**config.mk**
```make
export PLATFORM = sky130hd
export DESIGN_NAME = pool_out_writer
export DESIGN_NICKNAME = d
export VERILOG_FILES = /design/src/rtl/pool_out_writer_pkg.sv /design/src/rtl/pool_wr_fifo.sv /design/src/rtl/pool_out_writer.sv
export SDC_FILE = /design/constraint.sdc
export NUM_CORES = 1
export LEC_CHECK = 0
export ABC_AREA = 1
export CORE_MARGIN = 5
export CORE_UTILIZATION = 58
export DETAILED_ROUTE_END_ITERATION = 8
export DONT_BUFFER_PORTS = 1
export GPL_TIMING_DRIVEN = 0
export PLACE_DENSITY = 0.86
export SETUP_SLACK_MARGIN = 0.02
export SLEW_MARGIN = 25
export SYNTH_ARGS = -nofsm -noshare
export SYNTH_HDL_FRONTEND = slang
export SYNTH_SLANG_ARGS = --single-unit
```
**constraint.sdc**
```tcl
create_clock -name clk -period 7.36 [get_ports clk]
set_input_delay 1.472 -clock clk [delete_from_list [all_inputs] [get_ports clk]]
set_output_delay 1.472 -clock clk [all_outputs]
set_load 0.02 [all_outputs]
```
**src/rtl/pool_out_writer_pkg.sv**
```systemverilog
// pool_out_writer_pkg: shared lane width, FSM state type and beat/word width helpers
package pool_out_writer_pkg;
  localparam int LANE_W = 16;
  typedef enum logic [1:0] {IDLE, RUN, DRAIN} state_t;
  function automatic int beat_w(input int pox);
    return pox / 2 * LANE_W;
  endfunction
  function automatic int word_w(input int pox, input int beats);
    return beats * beat_w(pox);
  endfunction
endpackage

```
**src/rtl/pool_wr_fifo.sv**
```systemverilog
// pool_wr_fifo: synchronous show-ahead FIFO holding packed write words
//   clk, rst          clock, synchronous active-high reset
//   i_push, i_data    push request and word
//   i_pop             pop request (ignored when empty)
//   o_data            head entry (show-ahead)
//   o_full, o_empty   occupancy flags
//   o_one             exactly one entry held
// A push while full succeeds only when a pop frees the slot in the same cycle.
module pool_wr_fifo #(
  parameter int W     = 64,
  parameter int DEPTH = 4
) (
  input  logic         clk,
  input  logic         rst,
  input  logic         i_push,
  input  logic [W-1:0] i_data,
  input  logic         i_pop,
  output logic [W-1:0] o_data,
  output logic         o_full,
  output logic         o_empty,
  output logic         o_one
);
  localparam int AW = $clog2(DEPTH);
  logic [W-1:0] r_mem [DEPTH];
  logic [AW:0] r_wp, r_rp, w_cnt;
  logic w_push, w_pop;
  always_comb begin
    w_cnt   = r_wp - r_rp;
    o_empty = w_cnt == '0;
    o_full  = w_cnt == (AW+1)'(DEPTH);
    o_one   = w_cnt == (AW+1)'(1);
    w_pop   = i_pop && !o_empty;
    w_push  = i_push && (!o_full || w_pop);
    o_data  = r_mem[r_rp[AW-1:0]];
  end
  always_ff @(posedge clk) begin
    if (rst) begin
      r_wp <= '0;
      r_rp <= '0;
      for (int i = 0; i < DEPTH; i++) r_mem[i] <= '0;
    end else begin
      if (w_push) r_wp <= r_wp + (AW+1)'(1);
      if (w_pop) r_rp <= r_rp + (AW+1)'(1);
      if (w_push) r_mem[r_wp[AW-1:0]] <= i_data;
    end
  end
endmodule

```
**src/rtl/pool_out_writer.sv**
```systemverilog
// pool_out_writer: packs pooled beats into words and writes them out with raster addressing
//   clk, rst                 clock, synchronous active-high reset
//   pooling_out(_valid)      pooled lanes (lane 0 in LSBs), no backpressure
//   cfg_start, cfg_*         start pulse with base address, cols, rows, row stride
//   wr_valid/ready/addr/data output feature-map buffer write port
//   busy, done, overflow     run status; overflow is sticky until reset or next start
//   wr_count                 accepted-transfer count, present only with POOL_WR_CNT_EN
module pool_out_writer
  import pool_out_writer_pkg::*;
#(
  parameter int POX        = 4,
  parameter int BEATS      = 2,
  parameter int FIFO_DEPTH = 4,
  parameter int ADDR_W     = 16
) (
  input  logic                           clk,
  input  logic                           rst,
  input  logic [beat_w(POX)-1:0]         pooling_out,
  input  logic                           pooling_out_valid,
  input  logic                           cfg_start,
  input  logic [ADDR_W-1:0]              cfg_base_addr,
  input  logic [7:0]                     cfg_cols,
  input  logic [7:0]                     cfg_rows,
  input  logic [ADDR_W-1:0]              cfg_row_stride,
  output logic                           wr_valid,
  input  logic                           wr_ready,
  output logic [ADDR_W-1:0]              wr_addr,
  output logic [word_w(POX,BEATS)-1:0]   wr_data,
  output logic                           busy,
  output logic                           done,
  output logic                           overflow
`ifdef POOL_WR_CNT_EN
  ,output logic [15:0]                   wr_count
`endif
);
  localparam int LW  = beat_w(POX);
  localparam int WW  = word_w(POX, BEATS);
  localparam int PCW = BEATS > 1 ? $clog2(BEATS) : 1;
  state_t r_state, w_nxt;
  logic [PCW-1:0] r_pack_cnt;
  logic [WW-1:0] r_pack_buf, w_word;
  logic [7:0] r_cols, r_col;
  logic [15:0] r_total, r_pushed;
  logic [ADDR_W-1:0] r_stride, r_addr, r_row_addr;
  logic r_ovf;
  logic w_start, w_beat, w_wrap, w_last_push, w_xfer, w_done, w_row_end;
  logic w_full, w_empty, w_one;
  always_comb begin
    w_start     = r_state == IDLE && cfg_start;
    w_beat      = r_state == RUN && pooling_out_valid;
    w_wrap      = w_beat && r_pack_cnt == PCW'(BEATS - 1);
    w_last_push = w_wrap && r_pushed == r_total - 16'd1;
    w_word      = r_pack_buf;
    w_word[r_pack_cnt * LW +: LW] = pooling_out;
    wr_valid    = !w_empty;
    w_xfer      = wr_valid && wr_ready;
    w_done      = r_state == DRAIN && w_xfer && w_one;
    w_row_end   = r_col == r_cols - 8'd1;
    w_nxt       = w_start ? RUN : w_last_push ? DRAIN : w_done ? IDLE : r_state;
    wr_addr     = r_addr;
    busy        = r_state != IDLE;
    done        = w_done;
    overflow    = r_ovf;
  end
  always_ff @(posedge clk) begin
    if (rst) begin
      r_state    <= IDLE;
      r_pack_cnt <= '0;
      r_pack_buf <= '0;
      r_cols     <= '0;
      r_col      <= '0;
      r_total    <= '0;
      r_pushed   <= '0;
      r_stride   <= '0;
      r_addr     <= '0;
      r_row_addr <= '0;
      r_ovf      <= 1'b0;
    end else begin
      r_state <= w_nxt;
      if (w_start) begin
        r_cols     <= cfg_cols;
        r_col      <= '0;
        r_total    <= 16'(cfg_cols) * 16'(cfg_rows);
        r_pushed   <= '0;
        r_stride   <= cfg_row_stride;
        r_addr     <= cfg_base_addr;
        r_row_addr <= cfg_base_addr;
        r_pack_cnt <= '0;
        r_ovf      <= 1'b0;
      end else begin
        if (w_beat) begin
          r_pack_buf <= w_word;
          r_pack_cnt <= w_wrap ? '0 : r_pack_cnt + PCW'(1);
        end
        // a dropped word still counts so the run always reaches rows*cols
        if (w_wrap) r_pushed <= r_pushed + 16'd1;
        if (w_wrap && w_full && !w_xfer) r_ovf <= 1'b1;
        if (w_xfer) begin
          r_col  <= w_row_end ? '0 : r_col + 8'd1;
          r_addr <= w_row_end ? r_row_addr + r_stride : r_addr + ADDR_W'(1);
          if (w_row_end) r_row_addr <= r_row_addr + r_stride;
        end
      end
    end
  end
`ifdef POOL_WR_CNT_EN
  logic [15:0] r_cnt;
  always_ff @(posedge clk) begin
    if (rst || w_start) r_cnt <= '0;
    else if (w_xfer && r_cnt != 16'hFFFF) r_cnt <= r_cnt + 16'd1;
  end
  assign wr_count = r_cnt;
`endif
  pool_wr_fifo #(.W(WW), .DEPTH(FIFO_DEPTH)) u_fifo (
    .clk     (clk),
    .rst     (rst),
    .i_push  (w_wrap),
    .i_data  (w_word),
    .i_pop   (w_xfer),
    .o_data  (wr_data),
    .o_full  (w_full),
    .o_empty (w_empty),
    .o_one   (w_one)
  );
endmodule
```
* After elaboration in Yosys (flattened, before gate mapping) *
Memory sizes are Yosys's and may differ from the RTL's. A register that Yosys moved wholly into a read port is not among the register bits.
Index checks and enable logic that the tools add are counted.

word-level totals
  flip-flop bits (word level) = 170
  latch bits = 0
  RAM bits = 256
  memory bits (read-only) = 0
  bits of input ports = 85
  output and inout bits = 84
  memories kept = 1

memories
  memory        words  bits a word  rd ports  clocked after Yosys merged registers in  write ports  RTL line            source
  u_fifo.r_mem  4      64           1         1                                        4            pool_wr_fifo.sv:24  logic [W-1:0] r_mem [DEPTH];

operators by class
  $add $sub $neg = 11
  $mul = 1
  divide/modulo/power cells = 0
  order comparisons = 0
  equal/unequal tests = 6
  shift-type cells = 2
  mux-type cells = 22
  bitwise operators = 1
  reduce and logical (&&, ||, !) cells = 26

operators by type and width
  cell                                                                      count
  16-bit 2-to-1 mux                                                         6
  64-bit bitwise mux                                                        1
  64-bit 2-to-1 mux                                                         1
  64-bit OR reduction                                                       1
  32-bit by 34-bit variable shift with 64-bit output, first input constant  1
  32-bit by 34-bit indexed part select with 64-bit output                   1
  6-bit negation with 34-bit output                                         1
  16-bit by 1-bit adder with 16-bit output, second input constant           2
  16-bit adder                                                              1
  16-bit == test                                                            1
  8-bit by 8-bit multiplier with 16-bit output                              1
  16-bit by 1-bit subtractor with 16-bit output, second input constant      1
  1-bit logical AND                                                         11
  2-bit 2-to-1 mux                                                          5
  8-bit by 1-bit adder with 8-bit output, second input constant             1
  8-bit == test                                                             1
  1-bit 2-to-1 mux                                                          8
  8-bit 2-to-1 mux                                                          1
  2-bit nonzero test                                                        4
  8-bit by 1-bit subtractor with 8-bit output, second input constant        1
  3-bit by 1-bit adder with 3-bit output, second input constant             2
  2-bit AND reduction                                                       2
  3-bit by 1-bit == test with 1-bit output, second input constant           1
  3-bit == test, second input constant                                      1
  11 further kinds                                                          13

* Depth between registers and ports, before layout *
  word-level depth = 12
  gate-level depth with buffers = 20
  gate-level depth less buffers = 19

* Hierarchy *
Synthesis repeated with hierarchy kept, for this count alone.

second synthesis, totals
  cells, all modules = 2695
  area total of the unflattened synthesis = 23294.8 um2

modules (own cells, without submodules)
  module           instances  cells an instance  area an instance (um2)  sequential area each (um2)
  pool_wr_fifo     1          1052               12208.0                 7847.5
  pool_out_writer  1          1643               11086.9                 3283.1

* Worst setup path before layout *
OpenSTA, ideal clock, no wires.

  path kind = input to register
  from = input port pooling_out_valid
  to = memory u_fifo.r_mem[3][0], enable pin
  arrival time = 6.747 ns
  data required time = 6.779 ns
  setup slack = 0.033 ns
  stages = 4
  path through = nand3_1 -> nor2_1 -> nand2_4 -> o31ai_1

RTL lines
  element      RTL line               source
  from (decl)  pool_out_writer.sv:19  input logic pooling_out_valid,
  to (decl)    pool_wr_fifo.sv:24

* Worst setup path in the final report *
  from = input port cfg_cols[2]
  to = register r_total[13]

on the way
  word-level cells in the longest chain between the ends = 1

RTL lines
  element                                       RTL line               source
  from (decl)                                   pool_out_writer.sv:22  input logic [7:0] cfg_cols,
  8-bit by 8-bit multiplier with 16-bit output  pool_out_writer.sv:83  r_total <= 16'(cfg_cols) * 16'(cfg_rows);
  to (signal assigned)                          pool_out_writer.sv:83
  to (decl)                                     pool_out_writer.sv:43  logic [15:0] r_total, r_pushed;

Every way passes these cells.
A chain may end at the register's enable or synchronous reset.

==> parameters.txt <==
Parameter                              Value

Synthesis
  Post-Syn Instances    between 2,000 and 3,000
  Simple-gate share of the synthesized area    18.5%
  Post-Synthesis Cell Area    about 0.022 mm^2
  Dominant combinational cell family by area after synthesis    simple AND/OR/NAND/NOR gates
  Synthesis Warnings    0
  Synth Area in XOR/XNOR    around 2.6%
  Cell variety after synth    between 50 and 60
  Nets in the synthesized netlist    ~2,700
  Share of the synthesized area in compound gates (AO/OA/AOI/OAI)    between 10% and 20%
  Adder-Cell Fraction of Synth Area    6.78%
  Register bit count reported by yosys    between 400 and 500
  Most instantiated flip-flop cell in the synthesis netlist    sky130_fd_sc_hd__edfxtp_1
  Post-synthesis mux area share    around 2.9%
  Sequential fraction of the synthesis area    50.3%
  Number of synthesized flops with an enable pin    256
  Post-synthesis async set-or-reset flop share    0%
  Avg Synthesized Cell Area    a little under 9 um^2

Setup path
  Worst-case register-to-register setup slack    around 3.2 ns
  Startpoint class of the critical path    primary input
  Maximum net fanout on the critical path    9
  Worst Setup Path Type    in -> reg
  Worst endpoint required time    about 7.8 ns
  Endpoint arrival time on the critical path    approximately 5.7 ns
  CP endpoint kind    flip-flop

Clock network
  Inserted Clock Buffers    45
  CTS tree    yes
  Source-to-sink clock delay at the later pin of the worst-skew pair    just under 0.6 ns
  Maximum level of the CTS H-tree    2
  Quantity of hold-fixing buffers added after cts    0
  CTS clock-pin slew for the worst setup and hold paths    0.06 ns
  Clk sinks    about 430
  Root Driver    sky130_fd_sc_hd__clkbuf_16
  Number of buffers on the longest clock path    3
  CTS-repair resized insts    0
  Setup bufs post-CTS    0

Outcome
  Outcome    finished clean

Min path
  Worst min path class    reg -> reg

Floorplanning
  Die footprint    ~0.042 mm^2
  # rows    71
  Chip width    205 um
  Die Y    approximately 200 um
  Effective utilization at floorplan    between 50% and 60%
  Number of top-level pins    169
  Core region area    about 0.038 mm^2

Final layout
  Share of post-route cells with drive strength above 1    between 5 and 6%
  Layout area overhead    9.90%
  Final #Nets    roughly 2,700
  Final non-filler cell area    ~0.024 mm^2

STA
  Fraction of the cycle the final worst path needs    70.9%
  Final-report setup violation count    0
  Pin slew with the least headroom to its limit    between 1 and 1.5 ns
  Worst slew slack as a fraction of its limit    26.7%
  Pins over their slew limit    0
  Minimum clock period    between 5 and 6 ns
  Fmax    192 MHz
  Post-Route Hold Slack    between 0.4 and 0.5 ns
  RSZ-0062 raised after global routing    no
  Setup clock skew after layout    ~0.019 ns
  Final-report hold violation count    0

GRT
  First-pass GRT wire length    99.0 mm
  Gr usage total    29.7%
  Antenna violations before repair    6
  Pin count of the biggest net entering global routing    42
  Number of global-route vias before repair    18,800
  Global-route congestion overflow total    0

Routing
  Routed vias    between 15,000 and 20,000
  DRC violation total after the first TritonRoute iteration    1,918
  Post-detailed-route DRC marker count    0
  DRT Wirelength    about 63 mm
  First-pass detailed-route iteration total    8
  Final antenna-violating net count    0
  Via/cell ratio    around 6.0
  Wire per inst    about 20 um

Power and ir drop
  Maximum resistive drop on vdd    0.000216 V
  Power per standard cell area    just over 300 mW/mm^2
  Leak Pwr    10.0 nW

Placement
  Hpwl dp    approximately 45 mm
  Placed cell areas    0.0229 mm^2
  Placer Congestion    0.978
  Number of input and output port buffers inserted    0

Run
  Max-cap viol count    0
==> cells by family after synthesis <==
group	count (synthesis)
buffers and inverters	364
and+or+nand+nor	1009
adders and majority gates	97
xor gates and xnor gates	63
muxes	64
AOI/OAI and AO/OA	476
DFF	428
==> flip-flops by register name, summed over array words and instances, names as in the netlist, named ones only <==
register,cells
wr_addr,16
r_stride,16
r_pushed,16
r_pack_buf,64
r_col,8
u_fifo.r_mem,256
r_cols,8
overflow,1
r_state,2
u_fifo.r_rp,3
r_pack_cnt,1
r_total,16
r_row_addr,16
u_fifo.r_wp,3
==> stage by stage <==
step           power [mW]  std cells  setup slack, ns  setup TNS, ns  utilization [%]
2_1_floorplan        4.54       2501           0.0327              0                -
3_3_place_gp         5.08       3012            -3.37        -215.03             60.4
3_5_place_dp         5.16       3020             1.61              0             60.8
4_1_cts              7.33       3103             2.22              0             64.5
5_1_grt              7.69       3103             1.83              0             64.5
6_report             7.36       3105             2.14              0             64.5
==> cells in the final DEF, fill, tap and decap left out, types with 19 or more instances in the layout <==
master and n:
sky130_fd_sc_hd__ha_1 59, sky130_fd_sc_hd__o22ai_1 68, sky130_fd_sc_hd__edfxtp_1 256, sky130_fd_sc_hd__a21oi_1 108, sky130_fd_sc_hd__a211oi_1 19, sky130_fd_sc_hd__clkbuf_1 113
sky130_fd_sc_hd__nand2_1 312, sky130_fd_sc_hd__xor2_1 46, sky130_fd_sc_hd__dfxtp_1 172, sky130_fd_sc_hd__clkbuf_16 45, sky130_fd_sc_hd__nor2_1 539, sky130_fd_sc_hd__fa_1 38
sky130_fd_sc_hd__mux2i_1 64, sky130_fd_sc_hd__nand3_1 92, sky130_fd_sc_hd__buf_6 20, sky130_fd_sc_hd__inv_1 216, sky130_fd_sc_hd__o21ai_0 239
==> critical path: stages <==
cell	delay [ns]
sky130_fd_sc_hd__clkbuf_1	0.42
sky130_fd_sc_hd__nand2_1	0.11
sky130_fd_sc_hd__inv_1	0.10
sky130_fd_sc_hd__fa_1	0.44
sky130_fd_sc_hd__fa_1	0.52
sky130_fd_sc_hd__fa_1	0.54
sky130_fd_sc_hd__inv_1	0.05
sky130_fd_sc_hd__fa_1	0.52
sky130_fd_sc_hd__inv_1	0.04
sky130_fd_sc_hd__ha_1	0.34
sky130_fd_sc_hd__a21oi_1	0.23
sky130_fd_sc_hd__o21ai_0	0.16
sky130_fd_sc_hd__a21oi_1	0.25
sky130_fd_sc_hd__o21bai_1	0.12
sky130_fd_sc_hd__a21oi_1	0.13
sky130_fd_sc_hd__o21ai_0	0.10
sky130_fd_sc_hd__o211ai_1	0.08
sky130_fd_sc_hd__inv_1	0.05
==> worst paths after layout <==
kind | start | end | cells past startpoint
setup / recovery | cfg_cols[2] | r_total[13] | 18
hold / removal | r_row_addr[9] | r_row_addr[9] | 2
setup reg to reg | u_fifo.r_wp[0] | u_fifo.r_mem[0][32] | 17
hold reg to reg | r_row_addr[9] | r_row_addr[9] | 2
==> cell usage after synthesis, types with 9 or more instances <==
master                     count  area, um^2
sky130_fd_sc_hd__xnor2_1      16         140
sky130_fd_sc_hd__nor2_1      539        2020
sky130_fd_sc_hd__dfxtp_1     172        3440
sky130_fd_sc_hd__clkbuf_1     97         364
sky130_fd_sc_hd__buf_4         9        67.6
sky130_fd_sc_hd__mux2i_1      64         641
sky130_fd_sc_hd__ha_1         59         738
sky130_fd_sc_hd__buf_2         9        45.0
sky130_fd_sc_hd__nand2_1     313        1170
sky130_fd_sc_hd__nor3_1       17        85.1
sky130_fd_sc_hd__nand4_1      15        93.8
sky130_fd_sc_hd__o22ai_1      68         425
sky130_fd_sc_hd__a22o_1       18         158
sky130_fd_sc_hd__inv_1       216         811
sky130_fd_sc_hd__a21oi_1     108         541
sky130_fd_sc_hd__a211oi_1     19         143
sky130_fd_sc_hd__o21ai_0     239        1200
sky130_fd_sc_hd__edfxtp_1    256        7690
sky130_fd_sc_hd__nand3_1      92         460
sky130_fd_sc_hd__fa_1         38         761
sky130_fd_sc_hd__xor2_1       46         403
sky130_fd_sc_hd__buf_6        17         191
==> cell type report <==
type                       instances  area [um^2]
fill                            2910        13400
clock inverter                    20          178
sequential                       428        11100
multi-input combinational       1709         9470
antenna                            2         5.00
clock buffer                      63         1210
inverter                         222          836
tap                              511          639
timing repair buffer               8          124
buffer                           142          718
==> layer usage <==
layer | vias to the layer above | routed length, um | share of wire (%) | global-route usage, %
li1 | 8478 | - | - | -
met1 | 8754 | 22200 | 35 | 33.9
met2 | 1074 | 30300 | 48 | 50.0
met3 | 265 | 7950 | 13 | 10.5
met4 | 6 | 3010 | 4.7 | 13.7
met5 | - | 41 | 0.065 | 0
==> report_power, final <==
part           internal (mW)  switching (mW)
clock network           1.23           0.959
registers               2.69           0.164
logic                  0.635            1.68
total                   4.55            2.80
Power figures use the tool's default switching activity.
